==> src/rtl/uart_defs_pkg.sv <==
// Shared definitions for the output-port UART transmitter.
// Holds the one-hot TX FSM state encodings and the default bit period
// for a 100 MHz system clock driving a 115200 baud line.
package uart_defs;

  localparam logic [3:0] IDLE  = 4'b0001;
  localparam logic [3:0] START = 4'b0010;
  localparam logic [3:0] DATA  = 4'b0100;
  localparam logic [3:0] STOP  = 4'b1000;

  // 100_000_000 / 115_200 rounded to the nearest cycle.
  localparam int DEFAULT_CLKS_PER_BIT = 868;

endpackage

==> src/rtl/out_port_uart_tx_byte_fifo.sv <==
// byte_fifo: small synchronous byte FIFO.
// Ports:
//   clk, reset     rising-edge clock, async active-high reset
//   push, din      write request and data (ignored while full)
//   pop            read request (ignored while empty)
//   dout           head entry, valid whenever empty is low
//   count          occupancy 0..FIFO_DEPTH
//   full, empty    occupancy flags, derived from count
module byte_fifo #(
  parameter int FIFO_DEPTH = 8,
  parameter int ADDR_W     = 3
) (
  input  logic              clk,
  input  logic              reset,
  input  logic              push,
  input  logic              pop,
  input  logic [7:0]        din,
  output logic [7:0]        dout,
  output logic [ADDR_W:0]   count,
  output logic              full,
  output logic              empty
);

  logic [7:0]        mem [FIFO_DEPTH];
  logic [ADDR_W-1:0] wr_ptr;
  logic [ADDR_W-1:0] rd_ptr;
  logic              wr_en;
  logic              rd_en;

  // Full/empty come from the pre-edge count, so a push while full is
  // dropped even when a pop happens on the same edge.
  assign full  = (count == (ADDR_W+1)'(FIFO_DEPTH));
  assign empty = (count == '0);
  assign wr_en = push & ~full;
  assign rd_en = pop & ~empty;
  assign dout  = mem[rd_ptr];

  // Storage is not reset; reset only discards it through the pointers.
  always_ff @(posedge clk) begin
    if (wr_en) mem[wr_ptr] <= din;
  end

  always_ff @(posedge clk or posedge reset) begin
    if (reset) begin
      wr_ptr <= '0;
      rd_ptr <= '0;
      count  <= '0;
    end else begin
      if (wr_en) wr_ptr <= wr_ptr + 1'b1;
      if (rd_en) rd_ptr <= rd_ptr + 1'b1;
      case ({wr_en, rd_en})
        2'b10:   count <= count + 1'b1;
        2'b01:   count <= count - 1'b1;
        default: count <= count;
      endcase
    end
  end

endmodule

==> src/rtl/out_port_uart_tx.sv <==
// out_port_uart_tx: captures bytes written to a processor output port and
// sends them as 8N1 UART frames.
// Ports:
//   clk, reset      rising-edge clock, async active-high reset
//   port_data       byte presented by the processor
//   port_strobe_n   active-low write strobe, one cycle per write
//   tx              serial output, idle high
//   busy            frame in progress or bytes still queued
//   fifo_count      queued bytes, 0..FIFO_DEPTH
//   overflow        sticky flag: a byte arrived while the queue was full
module out_port_uart_tx
  import uart_defs::*;
#(
  parameter int CLKS_PER_BIT = DEFAULT_CLKS_PER_BIT,
  parameter int FIFO_DEPTH   = 8,
  parameter int ADDR_W       = 3
) (
  input  logic              clk,
  input  logic              reset,
  input  logic [7:0]        port_data,
  input  logic              port_strobe_n,
  output logic              tx,
  output logic              busy,
  output logic [ADDR_W:0]   fifo_count,
  output logic              overflow
);

  localparam int BW = $clog2(CLKS_PER_BIT);
  localparam logic [BW-1:0] BAUD_LAST = BW'(CLKS_PER_BIT - 1);

  logic          strobe_prev;
  logic          armed;
  logic          write_det;
  logic          pop;
  logic [7:0]    fifo_dout;
  logic          fifo_full;
  logic          fifo_empty;
  logic [3:0]    state;
  logic [BW-1:0] baud_cnt;
  logic [2:0]    bit_cnt;
  logic [7:0]    shift_reg;
  logic          bit_end;

  // armed stays low until the strobe has been seen high once after reset,
  // so a strobe held low through reset release is not taken as a write.
  assign write_det = armed & strobe_prev & ~port_strobe_n;

  always_ff @(posedge clk or posedge reset) begin
    if (reset) begin
      strobe_prev <= 1'b1;
      armed       <= 1'b0;
    end else begin
      strobe_prev <= port_strobe_n;
      if (port_strobe_n) armed <= 1'b1;
    end
  end

  always_ff @(posedge clk or posedge reset) begin
    if (reset) overflow <= 1'b0;
    else if (write_det & fifo_full) overflow <= 1'b1;
  end

  assign pop = (state == IDLE) & ~fifo_empty;

  byte_fifo #(
    .FIFO_DEPTH(FIFO_DEPTH),
    .ADDR_W    (ADDR_W)
  ) u_fifo (
    .clk  (clk),
    .reset(reset),
    .push (write_det),
    .pop  (pop),
    .din  (port_data),
    .dout (fifo_dout),
    .count(fifo_count),
    .full (fifo_full),
    .empty(fifo_empty)
  );

  assign bit_end = (baud_cnt == BAUD_LAST);
  assign busy    = (state != IDLE) | ~fifo_empty;

  always_ff @(posedge clk or posedge reset) begin
    if (reset) begin
      state     <= IDLE;
      tx        <= 1'b1;
      baud_cnt  <= '0;
      bit_cnt   <= '0;
      shift_reg <= '0;
    end else begin
      case (state)
        IDLE: begin
          tx <= 1'b1;
          if (!fifo_empty) begin
            shift_reg <= fifo_dout;
            tx        <= 1'b0;
            baud_cnt  <= '0;
            state     <= START;
          end
        end
        START: begin
          if (bit_end) begin
            baud_cnt <= '0;
            bit_cnt  <= '0;
            tx       <= shift_reg[0];
            state    <= DATA;
          end else baud_cnt <= baud_cnt + 1'b1;
        end
        DATA: begin
          if (bit_end) begin
            baud_cnt <= '0;
            if (bit_cnt == 3'd7) begin
              tx    <= 1'b1;
              state <= STOP;
            end else begin
              // Next bit is taken from the pre-shift register.
              shift_reg <= {1'b0, shift_reg[7:1]};
              tx        <= shift_reg[1];
              bit_cnt   <= bit_cnt + 1'b1;
            end
          end else baud_cnt <= baud_cnt + 1'b1;
        end
        STOP: begin
          if (bit_end) begin
            baud_cnt <= '0;
            state    <= IDLE;
          end else baud_cnt <= baud_cnt + 1'b1;
        end
        default: begin
          tx    <= 1'b1;
          state <= IDLE;
        end
      endcase
    end
  end

endmodule

==> config.mk <==
export PLATFORM = sky130hd
export DESIGN_NAME = out_port_uart_tx
export DESIGN_NICKNAME = d
export VERILOG_FILES = /design/src/rtl/uart_defs_pkg.sv /design/src/rtl/out_port_uart_tx_byte_fifo.sv /design/src/rtl/out_port_uart_tx.sv
export SDC_FILE = /design/constraint.sdc
export NUM_CORES = 1
export LEC_CHECK = 0
export ABC_AREA = 1
export CORE_MARGIN = 3
export CORE_UTILIZATION = 59
export CTS_BUF_LIST = sky130_fd_sc_hd__clkbuf_4 sky130_fd_sc_hd__clkbuf_8
export CTS_CLUSTER_SIZE = 30
export DETAILED_ROUTE_END_ITERATION = 8
export HOLD_SLACK_MARGIN = 0.08
export PLACE_DENSITY = 0.8
export SLEW_MARGIN = 15
export SYNTH_ARGS = -nofsm -noshare
export SYNTH_HDL_FRONTEND = slang
export SYNTH_SLANG_ARGS = --single-unit
==> constraint.sdc <==
create_clock -name clk -period 3.7 [get_ports clk]
set_input_delay 1.11 -clock clk [delete_from_list [all_inputs] [get_ports clk]]
set_output_delay 1.11 -clock clk [all_outputs]
set_load 0.01 [all_outputs]
==> summary.txt, run 1 <==
STA
  – Final min period: 3.17 ns
  – Fmax: 316 MHz
  – RSZ-0062 raised after global routing: false
  – Fin Hold WS: 0.472 ns
  – Final Skew: 0.0137 ns
  – Slew @ Worst Pin: 0.944 ns
  – Final setup TNS: 0 ns
  – Max-slew violations: 0
  – Final Hold Fails: 0
  – Finish-stage setup viols: 0
  – Worst setup margin: 0.535 ns
  – Rel. slew slack: 0.370
  – Period utilization: 0.856

Setup path
  – CP startpoint kind: flop
  – Crit path depth: 4
  – Data required time of the worst path: 2.59 ns
  – Worst setup path startpoint: state[0]$_DFFE_PP1P_
  – Crit path buffers/inverters: 1
  – Critical path class: reg2out
  – Critical Path AT: 2.06 ns
  – Crit path cell chain: nand2_1, nor2_2, nand3_2, clkdlybuf4s50_1
  – R2R Path End: u_fifo.count[2]$_DFFE_PP0P_
  – Reg-to-Reg Start: u_fifo.count[2]$_DFFE_PP0P_
  – Worst R2R Setup Slack: 1.02 ns
  – Worst reg-to-reg path cell count: 10
  – Worst setup path end: busy
  – Peak fanout along the critical path: 9
  – Crit path capture type: output port
  – Crit-path leading delay family: simple AND/OR/NAND/NOR gates
  – Crit path max-delay cell type: dfstp_2
  – CP peak stage delay: 0.56 ns

CTS
  – CTS Buffer Depth: 2
  – CTS Buf Count: 9
  – Worst skew pair latency: 0.37 ns
  – Post-CTS setup buffer count: 0
  – TritonCTS clock tree: done
  – H-tree levels: 3
  – Clock sinks: 103
  – Hold buffers post-CTS: 0
  – Post-CTS Resized: 0
  – CTS clk-pin slew, worst paths: 0.11 ns
  – CTS Root Cell: clkbuf_8

Die
  – Core area: 7770 µm²
  – Die Y-Extent: 95.8 µm
  – Die area: 9190 µm²
  – Die X: 95.8 µm
  – I/O pin count: 18
  – Num rows: 32
  – Initial cell density of the core: 0.613

Detailed routing
  – DR iter-0 viols: 332
  – Vias per cell: 5.62
  – DRT Pass-1 Iters: 5
  – DRC: 0
  – Via Count: 3400
  – Final ANT Viol Nets: 0
  – Average wire per standard cell: 15.6 µm
  – Final WL: 9450 µm

Layout
  – Most common cell after layout, fill and taps aside: nand2_1
  – Synth-to-layout area growth: 9.43%
  – Max reg flops: 64
  – Commonest cells after routing, fill and taps aside: nand2_1, nand3_1, edfxtp_1
  – Final non-filler cell total: 605
  – Share of cells above drive strength 1: 0.113
  – Post-route cell area: 5210 µm²
  – Final Net Count: 517
  – ANT cells: 0
  – Fill cells: 581

Synth
  – #FFs+latches synth: 103
  – Syn Area/Cell: 9.92 µm²
  – Post-synthesis instance total: 480
  – EDFF count, synth: 64
  – Synth area leaders: edfxtp_1, dfrtp_1, nand2_1
  – Syn Nets: 499
  – FFs w/ async S/R, synth: 0.379
  – Netlist cell types: 32
  – Top-area cell type share of the netlist area: 0.404
  – Register area share after synthesis: 0.609
  – Warnings, synthesis: 0
  – Synth Cell Area: 4760 µm²
  – Synth Flop Type: edfxtp_1
  – Synth area leader: edfxtp_1

Pwr
  – Pwr dens: 708 nW/µm²
  – Leak Pwr: 2.18 nW
  – Maximum vdd drop: 0.414 mV

Run
  – Max-Cap Viols: 0

Global routing
  – Global-route wire length before repair: 15200 µm
  – Total GRT Usage: 0.220
  – Number of antenna violations at the first check in global routing: 0
  – Overflow after GRT: 0
  – Vias in the first global route: 3167
  – Largest net degree at the start of global routing: 40

Place
  – Placed Instances: 589
  – Post-place instance area: 5010 µm²
  – Placer Congestion: 0.865
  – # port buffers: 17
  – DP Worst Slack: 0.590 ns
  – Post-DP HPWL: 6450 µm

Min path
  – HP Start: tx$_DFFE_PP1P_
  – Hold WC Path Type: reg2reg

Status
  – Status: complete, no violations
-- where the power goes --
| part | leakage [nW] | internal (mW) | switching (mW) |
|---|---|---|---|
| clock | 0.101 | 0.267 | 0.428 |
| combinational | 1.01 | 0.483 | 0.906 |
| sequential | 1.07 | 1.43 | 0.174 |
-- how the worst min path moves through the flow --
| stage | end | slack [ns] | cells after the start |
|---|---|---|---|
| 6_report | tx$_DFFE_PP1P_ | 0.47 | 2 |
| 3_3_place_gp | armed$_DFFE_PP0P_ | 0.45 | 1 |
| 5_1_grt | armed$_DFFE_PP0P_ | 0.50 | 1 |
| 2_1_floorplan | armed$_DFFE_PP0P_ | 0.44 | 1 |
| 4_1_cts | tx$_DFFE_PP1P_ | 0.48 | 2 |
| 3_5_place_dp | tx$_DFFE_PP1P_ | 0.46 | 2 |
-- layout make-up --
class | instances | area [µm²] | share of cell area
clock inverters | 7 | 73.8 | 0.0142
repair buffers | 23 | 215 | 0.0413
inverters | 36 | 135 | 0.0259
multi-input cells | 325 | 1630 | 0.314
clock buffers | 9 | 124 | 0.0238
flip-flops and latches | 103 | 2900 | 0.557
well taps | 102 | 128 | 0.0245
-- stage by stage --
stage	total power [mW]	util
finish	3.69	0.671
global route	3.96	0.671
CTS	3.68	0.671
detailed placement	3.00	0.645
global placement	2.94	0.645
floorplan	2.62	-
-- layer usage --
layer  wire length (µm)  up-vias  track usage
met3                653       18       0.0563
met2               4310      122        0.318
li1                   -     1658            -
met4                166        0       0.0841
met1               4320     1602        0.321
met5                  0        -            0
-- cells in the mapped netlist (3+ instances only) --
| library cell | instances |
|---|---|
| ha_1 | 8 |
| dfstp_2 | 3 |
| nor2_2 | 4 |
| nor2_4 | 3 |
| nand2_2 | 5 |
| nand3_2 | 5 |
| clkbuf_1 | 3 |
| inv_1 | 31 |
| o21ai_0 | 16 |
| edfxtp_1 | 64 |
| nand3b_1 | 3 |
| nand2_1 | 132 |
| nand4_1 | 8 |
| nor3_1 | 4 |
| inv_2 | 4 |
| xor2_1 | 5 |
| or2_2 | 8 |
| buf_2 | 10 |
| nor2_1 | 27 |
| dfrtp_1 | 36 |
| nand3_1 | 84 |
-- worst register-to-register path, cell delays in order, from the launching register on --
cell	delay [ns]
dfrtp_1	0.48
inv_1	0.11
nand3b_1	0.15
o21ai_2	0.49
inv_1	0.26
ha_1	0.33
xor2_1	0.18
ha_1	0.20
a21oi_1	0.15
xor2_1	0.15
o21ai_0	0.08
-- kinds of logic (layout without fill, tap and decap cells) --
group	after synthesis	in the layout	synth area share
compound gates	23	23	0.0279
flops	103	103	0.609
xor+xnor	7	7	0.0129
simple gates	287	287	0.281
fa+ha+maj	8	8	0.0210
buf+inv	52	75	0.0476
Power figures use the tool's default switching activity.
==> inputs of run 2 (changes only) <==
Settings changed: CORE_MARGIN 3 to 2.
==> run 2 against run 1 <==
Maximum frequency decreased by 1.6%. Register-to-register slack improved by 0.40 ns. Non-clock buffer count increased by 1. Count of clock-buffer cells in the layout unchanged. Setup slack got worse by 0.052 ns. Sequential power about the same. Power increased by 1.1%. Critical path depth unchanged. Flip-flop and latch count unchanged. Cell count increased by 0.17%.
==> summary.txt, run 2 (synthesis gave the netlist of run 1 again) <==
CTS
  – CTS clk-pin slew, worst paths: 0.11 ns
  – Hold buffers post-CTS: 0
  – CTS Buf Count: 9
  – CTS Buffer Depth: 2
  – CTS Root Cell: clkbuf_8
  – Post-CTS Resized: 0
  – Worst skew pair latency: 0.37 ns
  – Clock sinks: 103
  – TritonCTS clock tree: done
  – Post-CTS setup buffer count: 0
  – H-tree levels: 3

Pwr
  – Power after layout: 3.73 mW
  – Leak Pwr: 2.18 nW
  – Pwr dens: 713 nW/µm²
  – Maximum vdd drop: 0.505 mV

Global routing
  – Vias in the first global route: 3188
  – Global-route wire length before repair: 15800 µm
  – Overflow after GRT: 0
  – Number of antenna violations at the first check in global routing: 0
  – Total GRT Usage: 0.238
  – Largest net degree at the start of global routing: 40

STA
  – Final setup TNS: 0 ns
  – Slew @ Worst Pin: 0.926 ns
  – Max-slew violations: 0
  – Worst setup margin: 0.483 ns
  – Fmax: 311 MHz
  – Period utilization: 0.870
  – Final Hold Fails: 0
  – Final min period: 3.22 ns
  – Final Skew: 0.0160 ns
  – Rel. slew slack: 0.382
  – Finish-stage setup viols: 0
  – RSZ-0062 raised after global routing: false

Setup path
  – CP startpoint kind: flop
  – Peak fanout along the critical path: 9
  – Data required time of the worst path: 2.59 ns
  – Crit path capture type: output port
  – Critical Path AT: 2.11 ns
  – Worst reg-to-reg path cell count: 8
  – Critical path class: reg2out

Detailed routing
  – Average wire per standard cell: 15.5 µm
  – Met1 wire length: 4500 µm
  – Vias per cell: 5.61
  – Final WL: 9420 µm
  – DRT Pass-1 Iters: 5
  – DR iter-0 viols: 289
  – Met3 WL: 439 µm
  – Via Count: 3401
  – Highest metal used: met4
  – DR WL met2: 4380 µm
  – DRC: 0
  – Final ANT Viol Nets: 0

Layout
  – Final non-filler cell total: 606
  – Share of cells above drive strength 1: 0.115
  – ANT cells: 0
  – Fill cells: 601
  – Commonest cells after routing, fill and taps aside: nand2_1, nand3_1, edfxtp_1
  – Synth-to-layout area growth: 9.75%
  – Max reg flops: 64
  – Final Net Count: 518
  – Post-route cell area: 5230 µm²
  – Most common cell after layout, fill and taps aside: nand2_1

Die
  – Core area: 7770 µm²
  – Initial cell density of the core: 0.613
  – Num rows: 32
  – I/O pin count: 18
  – Die X: 93.8 µm
  – Die area: 8810 µm²
  – Die Y-Extent: 93.8 µm

Min path
  – Hold WC Path Type: reg2reg
  – WHS Path Cells: 1

Place
  – DP Worst Slack: 0.572 ns
  – Post-place instance area: 5020 µm²
  – Post-DP HPWL: 6410 µm
  – Placed Instances: 590
  – # port buffers: 17
  – Placer Congestion: 0.844

Status
  – Status: complete, no violations

Run
  – Max-Cap Viols: 0
[run 2: routing by layer]
| metal | up-vias | global-route usage |
|---|---|---|
| met3 | 10 | 0.0369 |
| met2 | 95 | 0.354 |
| li1 | 1653 | - |
| met1 | 1643 | 0.358 |
| met5 | - | 0 |
| met4 | 0 | 0.0857 |
[run 2: critical path, cell delays in order, from the launching register on]
cell and delay [ns]:
dfstp_2 0.56, nand2_1 0.07, nor2_2 0.26, nand3_2 0.28, clkdlybuf4s50_1 0.56
[run 2: cell type report]
class | instances | area [µm²] | share of cell area
Clock buffer | 9 | 124 | 0.0237
Timing Repair Buffer | 24 | 223 | 0.0426
Tap cell | 102 | 128 | 0.0244
Sequential cell | 103 | 2900 | 0.555
Clock inverter | 7 | 81.3 | 0.0156
Multi-Input combinational cell | 325 | 1630 | 0.313
Inverter | 36 | 135 | 0.0259
[run 2: per-stage QoR]
| stage | hold slack [ns] | util |
|---|---|---|
| floorplan | 0.440 | - |
| global route | 0.489 | 0.673 |
| detailed placement | 0.457 | 0.646 |
| global placement | 0.454 | 0.646 |
| CTS | 0.476 | 0.673 |
| finish | 0.474 | 0.673 |
[run 2: worst paths after layout]
kind,start,end,slack (ns)
worst max-delay path,state[0]$_DFFE_PP1P_,busy,0.48
worst min-delay path,overflow$_DFFE_PP0P_,overflow$_DFFE_PP0P_,0.47
worst min register to register,overflow$_DFFE_PP0P_,overflow$_DFFE_PP0P_,0.47
max in group asynchronous,reset,strobe_prev$_DFF_PP1_,2.17
min in group asynchronous,reset,u_fifo.count[2]$_DFFE_PP0P_,1.16
worst max register to register,u_fifo.count[0]$_DFFE_PP0P_,u_fifo.count[2]$_DFFE_PP0P_,1.42
[run 2: power by group]
group | switching, mW | internal (mW) | leakage, nW
logic | 0.908 | 0.492 | 1.02
registers | 0.174 | 1.43 | 1.07
clock network | 0.403 | 0.322 | 0.0993
==> inputs of run 3 (changes only) <==
Settings changed: CORE_UTILIZATION 59 to 57, PLACE_DENSITY 0.8 to 0.81, SLEW_MARGIN 15 to not set.
Clock period 3.7 ns to 2.9 ns, I/O delays scaled along.
==> run 3 against run 2 <==
Worst hold slack lost 0.0044 ns. Utilization shrank 2.5 points. Count of clock-buffer cells in the layout rose by 1. Global-route usage is 2.4 points lower. Register-to-register slack lost 0.75 ns. Wire length shrank 5.7%. Sequential power rose by 25%. Die area increased by 3.4%. Power is 28% higher. Sequential share of layout area down 0.70 points. Clock skew down 0.0041 ns. Cell area rose by 1.3%. Critical endpoint unchanged. Highest routed layer unchanged.
==> summary.txt, run 3 (synthesis gave the netlist of run 1 again) <==
Layout
  – Max reg flops: 64
  – Multi-input logic area: 1630 µm²
  – Most common cell after layout, fill and taps aside: nand2_1
  – ANT cells: 0
  – Final Net Count: 525
  – Synth-to-layout area growth: 11.1%
  – Storage cell area: 2900 µm²
  – Share of cells above drive strength 1: 0.127
  – Fill cells: 642
  – Post-route cell area: 5290 µm²
  – Commonest cells after routing, fill and taps aside: nand2_1, nand3_1, edfxtp_1

CTS
  – H-tree levels: 3
  – CTS Buffer Depth: 2
  – CTS Root Cell: clkbuf_8
  – CTS Buf Count: 9
  – CTS clk-pin slew, worst paths: 0.10 ns
  – Clock sinks: 103
  – Worst skew pair latency: 0.37 ns
  – TritonCTS clock tree: done
  – Hold buffers post-CTS: 0
  – Post-CTS Resized: 0
  – Post-CTS setup buffer count: 0

Detailed routing
  – Vias per cell: 5.52
  – Final WL: 8880 µm
  – DRC: 0
  – DR iter-0 viols: 240
  – Average wire per standard cell: 14.4 µm
  – Final ANT Viol Nets: 0
  – DRT Pass-1 Iters: 7
  – Via Count: 3402

Die
  – Num rows: 33
  – I/O pin count: 18
  – Initial cell density of the core: 0.582
  – Die Y-Extent: 95.4 µm
  – Die X: 95.4 µm
  – Die area: 9100 µm²
  – Core area: 8180 µm²

Setup path
  – Reg-to-Reg Start: state[0]$_DFFE_PP1P_
  – CP startpoint kind: flop
  – Critical Path AT: 1.95 ns
  – Critical path class: reg2out
  – Peak fanout along the critical path: 4
  – Worst R2R Setup Slack: 0.67 ns
  – Data required time of the worst path: 2.03 ns
  – R2R Path End: u_fifo.count[2]$_DFFE_PP0P_
  – Crit path capture type: output port
  – Worst reg-to-reg path cell count: 10

Min path
  – Hold WC Path Type: reg2reg
  – WHS Path Cells: 2
  – HP Start: tx$_DFFE_PP1P_
  – Endpoint, Worst Hold: tx$_DFFE_PP1P_

STA
  – Max-slew violations: 0
  – Rel. slew slack: 0.390
  – Period utilization: 0.972
  – Final Skew: 0.0119 ns
  – Finish-stage setup viols: 0
  – RSZ-0062 raised after global routing: false
  – Final Hold Fails: 0
  – Final setup TNS: 0 ns
  – Fmax: 355 MHz
  – Slew @ Worst Pin: 0.913 ns
  – Final min period: 2.82 ns

Global routing
  – Number of antenna violations at the first check in global routing: 0
  – Vias in the first global route: 3129
  – Global-route wire length before repair: 14700 µm
  – Largest net degree at the start of global routing: 40
  – Overflow after GRT: 0
  – Total GRT Usage: 0.214

Pwr
  – Leak Pwr: 2.23 nW
  – Power after layout: 4.76 mW
  – Pwr dens: 899 nW/µm²
  – Maximum vdd drop: 0.390 mV

Place
  – Placer Congestion: 0.871
  – # port buffers: 17
  – Post-place instance area: 5080 µm²
  – Post-DP HPWL: 6060 µm

Run
  – Max-Cap Viols: 0

Status
  – Status: complete, no violations
## run 3: changes by cell type in the layout (fill, tap and decap cells not counted), sizes merged
| cell | change |
|---|---|
| buf | +7 |
| clkinvlp | -2 |
| inv | +2 |
| clkbuf | +1 |
| clkinv | -1 |
## run 3: worst max path at each step
stage / start / end / slack (ns) / cells past startpoint
3_5_place_dp: port_strobe_n / u_fifo.count[2]$_DFFE_PP0P_ / 0.24 / 9
5_1_grt: state[0]$_DFFE_PP1P_ / busy / 0.02 / 4
4_1_cts: state[0]$_DFFE_PP1P_ / busy / 0.06 / 4
2_1_floorplan: port_strobe_n / u_fifo.count[2]$_DFFE_PP0P_ / 0.71 / 8
3_3_place_gp: port_strobe_n / u_fifo.count[2]$_DFFE_PP0P_ / 0.28 / 9
6_report: state[0]$_DFFE_PP1P_ / busy / 0.08 / 4
## run 3: worst max-delay path, cell delays in order, from the launching register on
cell and delay (ns):
dfstp_2 0.56, nand2_1 0.06, nor2_2 0.28, nand3_2 0.17, clkdlybuf4s50_1 0.51
## run 3: report_power, final
group          internal (mW)  switching [mW]
logic                  0.647            1.16
registers               1.82           0.182
clock network          0.432           0.519
total                   2.90            1.86
## run 3: through the flow
| step | instances | setup slack, ns | hold slack [ns] | util |
|---|---|---|---|---|
| floorplan | 480 | 0.712 | 0.440 | - |
| global placement | 600 | 0.275 | 0.454 | 0.621 |
| detailed placement | 600 | 0.241 | 0.459 | 0.621 |
| CTS | 616 | 0.0644 | 0.475 | 0.647 |
| global route | 616 | 0.0215 | 0.483 | 0.647 |
| finish | 616 | 0.0822 | 0.470 | 0.647 |
## run 3: routing by layer
metal  wire length [µm]  track usage  vias up
met4                102       0.0857        0
met2               4380        0.342       81
li1                   -            -     1668
met1               3980        0.292     1645
met3                423       0.0387        8
met5                  0            0        -
## run 3: final cells by class
class | instances | share of cell area
clock buffers | 10 | 0.0248
multi-input cells | 325 | 0.309
clock inverters | 6 | 0.0158
well taps | 105 | 0.0248
flip-flops and latches | 103 | 0.548
inverters | 36 | 0.0255
repair buffers | 31 | 0.0520
